$ cat src/rtl/rv_ctrl_pkg.sv
// Shared encodings for the multi-cycle RV32 (lw/sw/R-type/beq) controller.
package rv_ctrl_pkg;

    localparam logic [6:0] OP_LW  = 7'b0000011;
    localparam logic [6:0] OP_SW  = 7'b0100011;
    localparam logic [6:0] OP_R   = 7'b0110011;
    localparam logic [6:0] OP_BEQ = 7'b1100011;

    typedef enum logic [3:0] {
        S_FETCH    = 4'd0,
        S_DECODE   = 4'd1,
        S_MEMADR   = 4'd2,
        S_MEMREAD  = 4'd3,
        S_MEMWB    = 4'd4,
        S_MEMWRITE = 4'd5,
        S_EXECR    = 4'd6,
        S_ALUWB    = 4'd7,
        S_BEQ      = 4'd8
    } state_e;

    localparam logic [1:0] RES_ALUOUT = 2'b00;
    localparam logic [1:0] RES_MEM    = 2'b01;
    localparam logic [1:0] RES_ALU    = 2'b10;

    localparam logic [1:0] SRCA_PC    = 2'b00;
    localparam logic [1:0] SRCA_OLDPC = 2'b01;
    localparam logic [1:0] SRCA_RS1   = 2'b10;

    localparam logic [1:0] SRCB_RS2   = 2'b00;
    localparam logic [1:0] SRCB_IMM   = 2'b01;
    localparam logic [1:0] SRCB_FOUR  = 2'b10;

    localparam logic [1:0] IMM_I      = 2'b00;
    localparam logic [1:0] IMM_S      = 2'b01;
    localparam logic [1:0] IMM_B      = 2'b10;

    localparam logic [1:0] ALU_ADD    = 2'b00;
    localparam logic [1:0] ALU_FUNCT  = 2'b01;
    localparam logic [1:0] ALU_SUB    = 2'b10;

    typedef struct packed {
        logic       pc_write;
        logic       adr_src;
        logic       ir_write;
        logic       mem_wri;
        logic       reg_wri;
        logic [1:0] result_src;
        logic [1:0] alu_src_a;
        logic [1:0] alu_src_b;
        logic [1:0] imm_src;
        logic [1:0] alu_op;
        logic       illegal_op;
    } ctrl_t;

    function automatic logic is_supported_op(input logic [6:0] op);
        return (op == OP_LW) || (op == OP_SW) || (op == OP_R) || (op == OP_BEQ);
    endfunction

endpackage

$ cat src/rtl/multicycle_out_dec.sv
// Combinational state+op -> control-vector decoder for the multi-cycle controller.
module multicycle_out_dec
    import rv_ctrl_pkg::*;
(
    input  state_e      state_i,
    input  logic [6:0]  op_i,
    input  logic        zero_i,
    input  logic        mem_rdy_i,
    output ctrl_t       ctrl_o
);

    always_comb begin
        ctrl_o = '0;
        case (state_i)
            S_FETCH: begin
                ctrl_o.adr_src    = 1'b0;
                ctrl_o.alu_src_a  = SRCA_PC;
                ctrl_o.alu_src_b  = SRCB_FOUR;
                ctrl_o.alu_op     = ALU_ADD;
                ctrl_o.result_src = RES_ALU;
                ctrl_o.ir_write   = mem_rdy_i;
                ctrl_o.pc_write   = mem_rdy_i;
            end
            S_DECODE: begin
                // Branch target is precomputed here so BEQ only has to compare.
                ctrl_o.alu_src_a  = SRCA_OLDPC;
                ctrl_o.alu_src_b  = SRCB_IMM;
                ctrl_o.imm_src    = IMM_B;
                ctrl_o.alu_op     = ALU_ADD;
                ctrl_o.illegal_op = !is_supported_op(op_i);
            end
            S_MEMADR: begin
                ctrl_o.alu_src_a  = SRCA_RS1;
                ctrl_o.alu_src_b  = SRCB_IMM;
                ctrl_o.alu_op     = ALU_ADD;
                ctrl_o.imm_src    = (op_i == OP_SW) ? IMM_S : IMM_I;
            end
            S_MEMREAD: begin
                ctrl_o.adr_src    = 1'b1;
            end
            S_MEMWB: begin
                ctrl_o.result_src = RES_MEM;
                ctrl_o.reg_wri    = 1'b1;
            end
            S_MEMWRITE: begin
                ctrl_o.adr_src    = 1'b1;
                ctrl_o.mem_wri    = 1'b1;
            end
            S_EXECR: begin
                ctrl_o.alu_src_a  = SRCA_RS1;
                ctrl_o.alu_src_b  = SRCB_RS2;
                ctrl_o.alu_op     = ALU_FUNCT;
            end
            S_ALUWB: begin
                ctrl_o.result_src = RES_ALUOUT;
                ctrl_o.reg_wri    = 1'b1;
            end
            S_BEQ: begin
                ctrl_o.alu_src_a  = SRCA_RS1;
                ctrl_o.alu_src_b  = SRCB_RS2;
                ctrl_o.alu_op     = ALU_SUB;
                ctrl_o.result_src = RES_ALUOUT;
                ctrl_o.pc_write   = zero_i;
            end
            default: ctrl_o = '0;
        endcase
    end

endmodule

$ cat src/rtl/multicycle_ctrl.sv
// Multi-cycle control FSM: sequences fetch/decode/execute over a shared ALU and memory port.
// States: FETCH/DECODE common; MEMADR->MEMREAD->MEMWB (lw), MEMADR->MEMWRITE (sw), EXECR->ALUWB, BEQ.
module multicycle_ctrl
    import rv_ctrl_pkg::*;
#(
    parameter int CNT_W    = 32,
    parameter bit WAIT_MEM = 1'b1
) (
    input  logic             clk,
    input  logic             rst,
    input  logic [6:0]       op,
    input  logic             zero,
    input  logic             mem_ready,
    output logic             PCWrite,
    output logic             AdrSrc,
    output logic             IRWrite,
    output logic             Memwri,
    output logic             Regwri,
    output logic [1:0]       ResultSrc,
    output logic [1:0]       ALUSrcA,
    output logic [1:0]       ALUSrcB,
    output logic [1:0]       ImmSrc,
    output logic [1:0]       ALUop,
    output logic             illegal_op,
    output logic [CNT_W-1:0] instret
);

    state_e           state_q, state_d;
    logic [CNT_W-1:0] instret_q, instret_d;
    logic             mem_rdy;
    logic             retire;
    ctrl_t            ctrl;

    assign mem_rdy = WAIT_MEM ? mem_ready : 1'b1;

    always_comb begin
        state_d = S_FETCH;
        retire  = 1'b0;
        case (state_q)
            S_FETCH:    state_d = mem_rdy ? S_DECODE : S_FETCH;
            S_DECODE: begin
                case (op)
                    OP_LW, OP_SW: state_d = S_MEMADR;
                    OP_R:         state_d = S_EXECR;
                    OP_BEQ:       state_d = S_BEQ;
                    default:      state_d = S_FETCH;
                endcase
            end
            S_MEMADR:   state_d = (op == OP_SW) ? S_MEMWRITE : S_MEMREAD;
            S_MEMREAD:  state_d = mem_rdy ? S_MEMWB : S_MEMREAD;
            S_MEMWB:    retire  = 1'b1;
            S_MEMWRITE: begin
                if (mem_rdy) retire  = 1'b1;
                else         state_d = S_MEMWRITE;
            end
            S_EXECR:    state_d = S_ALUWB;
            S_ALUWB:    retire  = 1'b1;
            S_BEQ:      retire  = 1'b1;
            default:    state_d = S_FETCH;
        endcase
        instret_d = retire ? instret_q + CNT_W'(1) : instret_q;
    end

    always_ff @(posedge clk) begin
        if (rst) begin
            state_q   <= S_FETCH;
            instret_q <= '0;
        end else begin
            state_q   <= state_d;
            instret_q <= instret_d;
        end
    end

    multicycle_out_dec u_out_dec (
        .state_i   (state_q),
        .op_i      (op),
        .zero_i    (zero),
        .mem_rdy_i (mem_rdy),
        .ctrl_o    (ctrl)
    );

    // Write-type enables are suppressed during reset so an abandoned access never commits.
    assign PCWrite    = ctrl.pc_write   & ~rst;
    assign IRWrite    = ctrl.ir_write   & ~rst;
    assign Memwri     = ctrl.mem_wri    & ~rst;
    assign Regwri     = ctrl.reg_wri    & ~rst;
    assign illegal_op = ctrl.illegal_op & ~rst;
    assign AdrSrc     = ctrl.adr_src;
    assign ResultSrc  = ctrl.result_src;
    assign ALUSrcA    = ctrl.alu_src_a;
    assign ALUSrcB    = ctrl.alu_src_b;
    assign ImmSrc     = ctrl.imm_src;
    assign ALUop      = ctrl.alu_op;
    assign instret    = instret_q;

endmodule

$ cat config.mk
export PLATFORM = sky130hd
export DESIGN_NAME = multicycle_ctrl
export DESIGN_NICKNAME = d
export VERILOG_FILES = /design/src/rtl/rv_ctrl_pkg.sv /design/src/rtl/multicycle_out_dec.sv /design/src/rtl/multicycle_ctrl.sv
export SDC_FILE = /design/constraint.sdc
export NUM_CORES = 1
export LEC_CHECK = 0
export ABC_CLOCK_PERIOD_IN_PS = 2550
export BUFFER_PORTS_ARGS = -buffer_cell sky130_fd_sc_hd__buf_2
export CORE_MARGIN = 3
export CORE_UTILIZATION = 52
export DETAILED_ROUTE_END_ITERATION = 16
export PLACE_DENSITY_LB_ADDON = 0.08
export SLEW_MARGIN = 25
export SYNTH_ARGS = -nofsm -noshare
export SYNTH_HDL_FRONTEND = slang
export SYNTH_SLANG_ARGS = --single-unit
export TNS_END_PERCENT = 1
$ cat constraint.sdc
create_clock -name clk -period 2.55 [get_ports clk]
set_input_delay 0.765 -clock clk [delete_from_list [all_inputs] [get_ports clk]]
set_output_delay 0.765 -clock clk [all_outputs]
set_load 0.03 [all_outputs]
* Yosys cells after proc, flatten, opt, wreduce, memory -nomap -nowiden
Cells that the tools add are included.
Operators by class: add/sub/neg operators 1, eq/ne operators 12, muxes and demuxes 19, bitwise logic cells 6, reductions and logical operators 10
Operator list (number):
- adder 32 x 1 -> 32 bit (second input constant) | 1
- case mux 4 bit (6 select lines) | 1
- == test 4 x 3 -> 1 bit (second input constant) | 4
- case mux 4 bit (4 select lines) | 1
- == test 7 x 6 -> 1 bit (second input constant) | 2
- case mux 2 bit (2 select lines) | 3
- case mux 4 bit (3 select lines) | 1
- 2-to-1 mux 3 bit | 3
- == test 4 x 2 -> 1 bit (second input constant) | 2
- 2-to-1 mux 1 bit | 8
- OR reduction 2 bit | 4
- == test 7 x 2 -> 1 bit (second input constant) | 1
- == test 7 bit (second input constant) | 1
- bitwise AND 1 bit | 5
- == test 4 x 1 -> 1 bit (second input constant) | 1
- == test 4 bit (second input constant) | 1
- logical NOT 4 bit | 1
- case mux 1 bit (2 select lines) | 2
- logical OR 1 bit | 3
- OR reduction 3 bit | 1
- logical NOT 1 bit | 1
- NOT 1 bit | 1
Storage, ports and cells: bits in registers 36, input port bits 11, output and inout port bits 48, logic and storage cells 50

* Longest topological paths before layout
Gate-level depths: netlist of the first run.
depth after elaboration 7, depth in mapped cells 7, gate-level depth less buffers 5

* Cells and area by module
Synthesis of the first run repeated with hierarchy kept, for this count alone.
Second synthesis, totals: cells, all modules 268, area, all modules 2274.7 um^2
By module, submodules not included:
- multicycle_ctrl | times used 1, cells each 236, area each 2031.9 um^2, seq. area each 720.7 um^2
- multicycle_out_dec | times used 1, cells each 32, area each 242.7 um^2, seq. area each 0.0 um^2

* Worst setup path before layout of the first run
No wires, ideal clock.
path kind register -> output, start register state_q[0], end output port illegal_op, arrival 2575 ps, data required time 1785 ps, path slack -790 ps, cell stages (with the launch flop) 5, path buffers 1, cell sequence dfxtp_1 -> clkbuf_1 -> nor4b_1 -> nand2b_1 -> a21oi_1
On the way: longest elaborated chain between the ends 3
Ends and longest elaborated chain:
- start, declared | RTL line multicycle_ctrl.sv:28 | state_e state_q, state_d;
- start signal, assigned | RTL line multicycle_ctrl.sv:69 | state_q <= state_d;
- == test 4 x 1 -> 1 bit | RTL line multicycle_out_dec.sv:14 | case (state_i)
- 2-to-1 mux 1 bit | RTL line multicycle_out_dec.sv:14
- bitwise AND 1 bit | RTL line multicycle_ctrl.sv:87 | assign illegal_op = ctrl.illegal_op & ~rst;
- end, declared | RTL line multicycle_ctrl.sv:24 | output logic illegal_op,
No other way between the ends.

* Worst setup path in the final report of the first run
start input port op[3], end output port ImmSrc[0]
On the way: longest elaborated chain between the ends 3
Ends and longest elaborated chain:
- start, declared | RTL line multicycle_ctrl.sv:11 | input logic [6:0] op,
- == test 7 x 6 -> 1 bit | RTL line multicycle_out_dec.sv:36 | ctrl_o.imm_src = (op_i == OP_SW) ? IMM_S : IMM_I;
- 2-to-1 mux 1 bit | RTL line multicycle_out_dec.sv:36
- case mux 2 bit (2 select lines) | RTL line multicycle_out_dec.sv:14
- end, declared | RTL line multicycle_ctrl.sv:22 | output logic [1:0] ImmSrc,
No other way between the ends.

==> run metrics, run 1 <==
H-tree depth=2; Synthesis Warnings=0; CTS buffer count=5; Power Total=approximately 0.0012 W; Vias=2208; post-synth top area cell=dfxtp_1; Die Ht=70.76 um; Setup Buffers After CTS=0; Tightest Pin Transition=0.5607 ns; kind of critical path=input pin to primary output; post-synth net total=281; Worst Setup End Kind=primary output; final net count=approximately 340; IO Pins=between 50 and 60; Routed WL=between 5000 and 6000 um; mapped cell area=about 2200 um2; GPL Wtd Cong=~0.85; Compound-Gate Fraction of Synth Area=0.1302; worst-skew pair later-pin latency=~0.29 ns; post-synth top area share=0.3305; RSZ-0062 raised after global routing=yes; number of remaining DRC errors=0; Slew Limit Fails=0; top fanout value on the critical path=2; total grt overflow=0; Max clock buf depth=2; clk_skew=0.003919 ns; PortBufs=slightly below 60; CP startpoint kind=input pin; P per Cell Area=about 440 nW/um2; number of max-cap violations=0; Starting DRT DRC Count=151; syn_area_per_cell=8.107 um2; width of the chip=70.76 um; mux cell area share after synthesis=0.08606; first-pass GRT wire length=~9000 um; Total Routing Usage GR=0.2121; Worst Path Arrival=~1.7 ns; clk root buf=clkbuf_8; Tmin final=2.487 ns; worst vdd ir=0.0003561 V; Slew headroom=0.6251; Post-Synth Adder-Cell Area=0.005737; endpoints failing setup=0; # rows=22; Hold Crit Class=flop to flop; drt pass-1 iters=5; XOR/XNOR Fraction of Synth Area=0.01205; Fin Setup TNS=0 ns; CTS tree=done; clock edge transition at the registers on the reported setup and hold paths=~0.07 ns; largest net degree at the start of global routing=between 40 and 50; LEAKAGE=between 1 and 1.5 nW; detailed-placement wirelength estimate=roughly 3700 um; required time of the critical path=1.79 ns; share of post-route cells with drive strength above 1=0.3323; initial core utilization=0.5659; Die ar.=~5000 um2; outcome=complete, no violations; fill count=between 300 and 400; Area Growth Syn to Fin=25.59%; post-route ant nets=0; synth top area cells=dfxtp_1, mux2_2, nor2b_1, a21oi_1, nor4_1; EDFF count, synth=0; main combinational cell family by area after synthesis=simple AND/OR/NAND/NOR gates; hold_ws=between 0.4 and 0.5 ns; Final Cycle Share=0.9754; CTS sink cnt=36; initial antenna violation count=0; CTS Hold Bufs=0; Cell variety after synth=40; vias in the first global route=a little under 2000; vias per cell=around 5.9; Post-synth ARST share=0; Synth Instances=approximately 270; core area=just under 4000 um2; Wirelength per Cell=between 10 and 15 um; Hold Vio Cnt, Final=0; post-synthesis sequential area ratio=0.3305; ys flop type=dfxtp_1; FMAX=approximately 0.40 GHz; post-synthesis simple-gate area fraction=0.3901; ant diodes=0; flops & latches, synth=36
## power breakdown
part           switching, W  leakage, nW  internal [W]
Clock              0.000202       0.0645      0.000345
Combinational     0.0000505        0.752     0.0000325
Sequential       0.00000318        0.290      0.000563
## cell usage in the layout (no fill, tap or decap), types with 5 or more instances in the layout
cell type / Yosys / layout
and4_1: 7 / 7
or4_1: 11 / 11
o21ai_0: 10 / 10
nand2b_1: 5 / 5
buf_2: 4 / 57
a21oi_1: 21 / 21
clkbuf_8: 0 / 7
nand3_1: 12 / 12
mux2_2: 14 / 14
nor4_1: 14 / 12
dfxtp_1: 36 / 35
nand2_1: 11 / 11
buf_4: 0 / 12
o31ai_1: 10 / 10
nor2_1: 21 / 20
nand4_1: 8 / 8
nor2b_1: 17 / 17
or3_1: 6 / 6
## final cells by class
class                   instances  area, um2  share of cell area
repair buffers                 71      402.9              0.1471
flip-flops and latches         36      721.9              0.2636
inverters                       2      7.507            0.002741
multi-input cells             208       1420              0.5185
clock buffers                   7      96.34             0.03518
clock inverters                 1      30.03             0.01096
well taps                      48      60.06             0.02193
## repair_timing
action,4_1_cts,5_1_grt
setup endpoints to repair,0,5
gates resized for setup,0,4
endpoints found under the hold margin,0,0
## final timing paths
path | start | endpoint | slack, ns | cells after the start
max reg2reg | state_q[2] | instret[19] | 0.28 | 5
min | instret[12] | instret[12] | 0.49 | 2
max | op[3] | ImmSrc[0] | 0.06 | 5
min reg2reg | instret[12] | instret[12] | 0.49 | 2
## synth_stat cells, types with 2 or more instances
cell type	count
dfxtp_1	36
a21oi_1	21
nor2_1	21
clkbuf_1	18
nor2b_1	17
mux2_2	14
nor4_1	14
nand3_1	12
nand2_1	11
or4_1	11
o21ai_0	10
o31ai_1	10
nand4_1	8
and4_1	7
nor4b_1	6
or3_1	6
nand2b_1	5
and3_1	4
buf_2	4
mux2i_1	3
nor3b_1	3
and2_1	2
and3b_1	2
inv_1	2
nand3b_1	2
nor3_1	2
nor4bb_1	2
or2_2	2
or3b_2	2
xnor2_1	2
## kinds of logic after synthesis
kind of cell             Yosys count
adder cells (fa/ha/maj)            1
flip-flops                        36
AO/OA/AOI/OAI                     47
multiplexers                      17
AND/OR/NAND/NOR                  140
buffers and inverters             25
XOR/XNOR                           3
## worst max-delay path, stage by stage
cell and delay [ns]:
buf_2 0.10, nor4bb_2 0.32, nand3b_1 0.15, nor3b_2 0.18, clkbuf_4 0.20
## layer usage
layer | part of all wire | global-route usage | wire (um)
met3 | 0.051 | 0.04261 | 270
met2 | 0.47 | 0.3326 | 2511
met4 | 0.011 | 0.08559 | 57
met5 | 0 | 0 | 0
met1 | 0.47 | 0.2857 | 2481
## metrics by stage
stage	util	instances	cell area [um2]	worst slack (ns)
after floorplan	-	269	2227	-0.1152
after global placement	0.6737	365	2596	0.01483
after detailed placement	0.6737	365	2596	0.009590
after CTS	0.7065	373	2723	0.008779
after global routing	0.7107	373	2739	-0.01154
final	0.7107	373	2739	0.06266
## state kept, by name, indices dropped and copies added, names as in the netlist
name     count
instret     32
state_q      4
Note: power is estimated with default switching activity, not from simulation.
==> inputs of run 2 (changes only) <==
--- a/config.mk
+++ b/config.mk
@@ -11,6 +11,7 @@
 export CORE_UTILIZATION = 52
 export DETAILED_ROUTE_END_ITERATION = 16
 export PLACE_DENSITY_LB_ADDON = 0.08
+export RECOVER_POWER = 50
 export SLEW_MARGIN = 25
 export SYNTH_ARGS = -nofsm -noshare
 export SYNTH_HDL_FRONTEND = slang
==> run 2 against run 1 <==
Against the previous run:
- via count grew 0.45%
- final cell count unchanged
- global-route usage is the same
- first-iteration DRC count increased by 9.9%
- power is 0.41% higher
- register-to-register slack is essentially flat
- combinational power down 0.8%
- critical path depth unchanged
- die area stayed put
- wire length increased by 0.73%
- sequential cell count is the same
- count of clock-buffer cells in the layout did not move
- highest routed layer unchanged
==> run metrics, run 2 (same netlist as run 1, synthesis figures left out) <==
max FFs per register=32 (unchanged); Slew headroom=0.6233 (-0.001816); clock edge transition at the registers on the reported setup and hold paths=0.07 ns (about the same); clk_skew=0.004646 ns (+0.0007261 ns); Die Ht=70.76 um (unchanged); CTS sink cnt=36 (unchanged); vias in the first global route=1936 (unchanged); P per Cell Area=446.4 nW/um2 (+2.2%); first-pass GRT wire length=8859 um (unchanged); Hold Vio Cnt, Final=0 (unchanged); detailed-placement wirelength estimate=3658 um (unchanged); Worst Path Arrival=1.72 ns (about the same); Slew Limit Fails=0 (unchanged); Die ar.=5007 um2 (unchanged); Power Total=0.001201 W (+0.41%); largest net degree at the start of global routing=43 (unchanged); IO Pins=59 (unchanged); H-tree depth=2 (unchanged); Worst Setup End Kind=primary output; # rows=22 (unchanged); worst-skew pair later-pin latency=0.30 ns (about the same); CTS Hold Bufs=0 (unchanged); CTS resizes=0 (unchanged); Total Routing Usage GR=0.2121 (unchanged); PortBufs=58 (unchanged); final net count=336 (unchanged); fill count=356 (+6.6%); post-route ant nets=0 (unchanged); Vias=2218 (+0.45%); core area=3854 um2 (unchanged); width of the chip=70.76 um (unchanged); required time of the critical path=1.79 ns (about the same); Setup Buffers After CTS=0 (unchanged); top fanout value on the critical path=2 (unchanged); RSZ-0062 raised after global routing=yes; number of remaining DRC errors=0 (unchanged); initial core utilization=0.5659 (unchanged); Final Core Density=0.6984 (-0.01234); Max clock buf depth=2 (unchanged); vias per cell=5.946 (+0.45%); Hold Crit Class=flop to flop; Tmin final=2.487 ns (-0.0003064 ns); CTS tree=done; ant diodes=0 (unchanged); Routed WL=5359 um (+0.73%); Final Cycle Share=0.9753 (about the same); CP startpoint kind=input pin; Cells after DPL=365 (unchanged); worst vdd ir=0.0003380 V (-5.1%); fin worst setup slack=0.06297 ns (+0.0003064 ns); drt pass-1 iters=4 (-1); FMAX=0.4021 GHz (about the same); Area Growth Syn to Fin=23.41%; worst slack at placement=0.009590 ns (unchanged); total grt overflow=0 (unchanged); initial antenna violation count=0 (unchanged); GPL Wtd Cong=0.8480 (unchanged); Tightest Pin Transition=0.5635 ns (+0.002715 ns); Non-Filler Instances=373 (unchanged); commonest cells after routing, fill and taps aside=dfxtp_1, clkbuf_1, buf_2; kind of critical path=input pin to primary output; Wirelength per Cell=14.37 um (+0.73%); number of max-cap violations=0 (unchanged); LEAKAGE=0.9588 nW (-13%); Starting DRT DRC Count=166 (+9.9%); clk root buf=clkbuf_8; endpoints failing setup=0 (unchanged); Fin Setup TNS=0 ns (unchanged); outcome=complete, no violations; CTS buffer count=5 (unchanged); share of post-route cells with drive strength above 1=0.2277 (-0.1046); most common cell after layout, fill and taps aside=dfxtp_1
-- run 2: final cells by class --
type / count / area (um2) / share of cell area
multi-input cells: 208 / 1420 / 0.5277
flip-flops and latches: 36 / 721.9 / 0.2682
repair buffers: 71 / 355.3 / 0.1320
inverters: 2 / 7.507 / 0.002789
clock buffers: 7 / 96.34 / 0.03580
clock inverters: 1 / 30.03 / 0.01116
well taps: 48 / 60.06 / 0.02232
-- run 2: per-stage QoR --
stage | hold slack, ns | area [um2]
finish | 0.4946 | 2691
global route | 0.5275 | 2691
CTS | 0.4928 | 2723
detailed placement | 0.4817 | 2596
global placement | 0.4758 | 2596
floorplan | 0.6103 | 2227
-- run 2: metal layers --
metal,part of all wire,global-route usage,vias up
li1,-,-,1126
met1,0.47,0.2857,1028
met2,0.46,0.3326,56
met3,0.049,0.04261,8
met4,0.015,0.08559,0
met5,0,0,-
-- run 2: critical path, stage by stage --
cell,delay (ns)
buf_2,0.10
nor4bb_2,0.32
nand3b_1,0.15
nor3b_2,0.18
clkbuf_4,0.20
-- run 2: final timing paths --
kind / startpoint / endpoint / slack (ns) / cells after the start
hold / removal: instret[12] / instret[12] / 0.49 / 2
hold reg to reg: instret[12] / instret[12] / 0.49 / 2
setup reg to reg: state_q[2] / instret[19] / 0.27 / 5
setup / recovery: op[3] / ImmSrc[0] / 0.06 / 5
-- run 2: power by group --
group,total (W),switching [W],leakage (nW),internal (W)
combinational,0.0000824,0.0000506,0.604,0.0000318
clock,0.000553,0.000208,0.0645,0.000345
sequential,0.000566,0.00000316,0.290,0.000563
total,0.00120,0.000262,0.959,0.000940
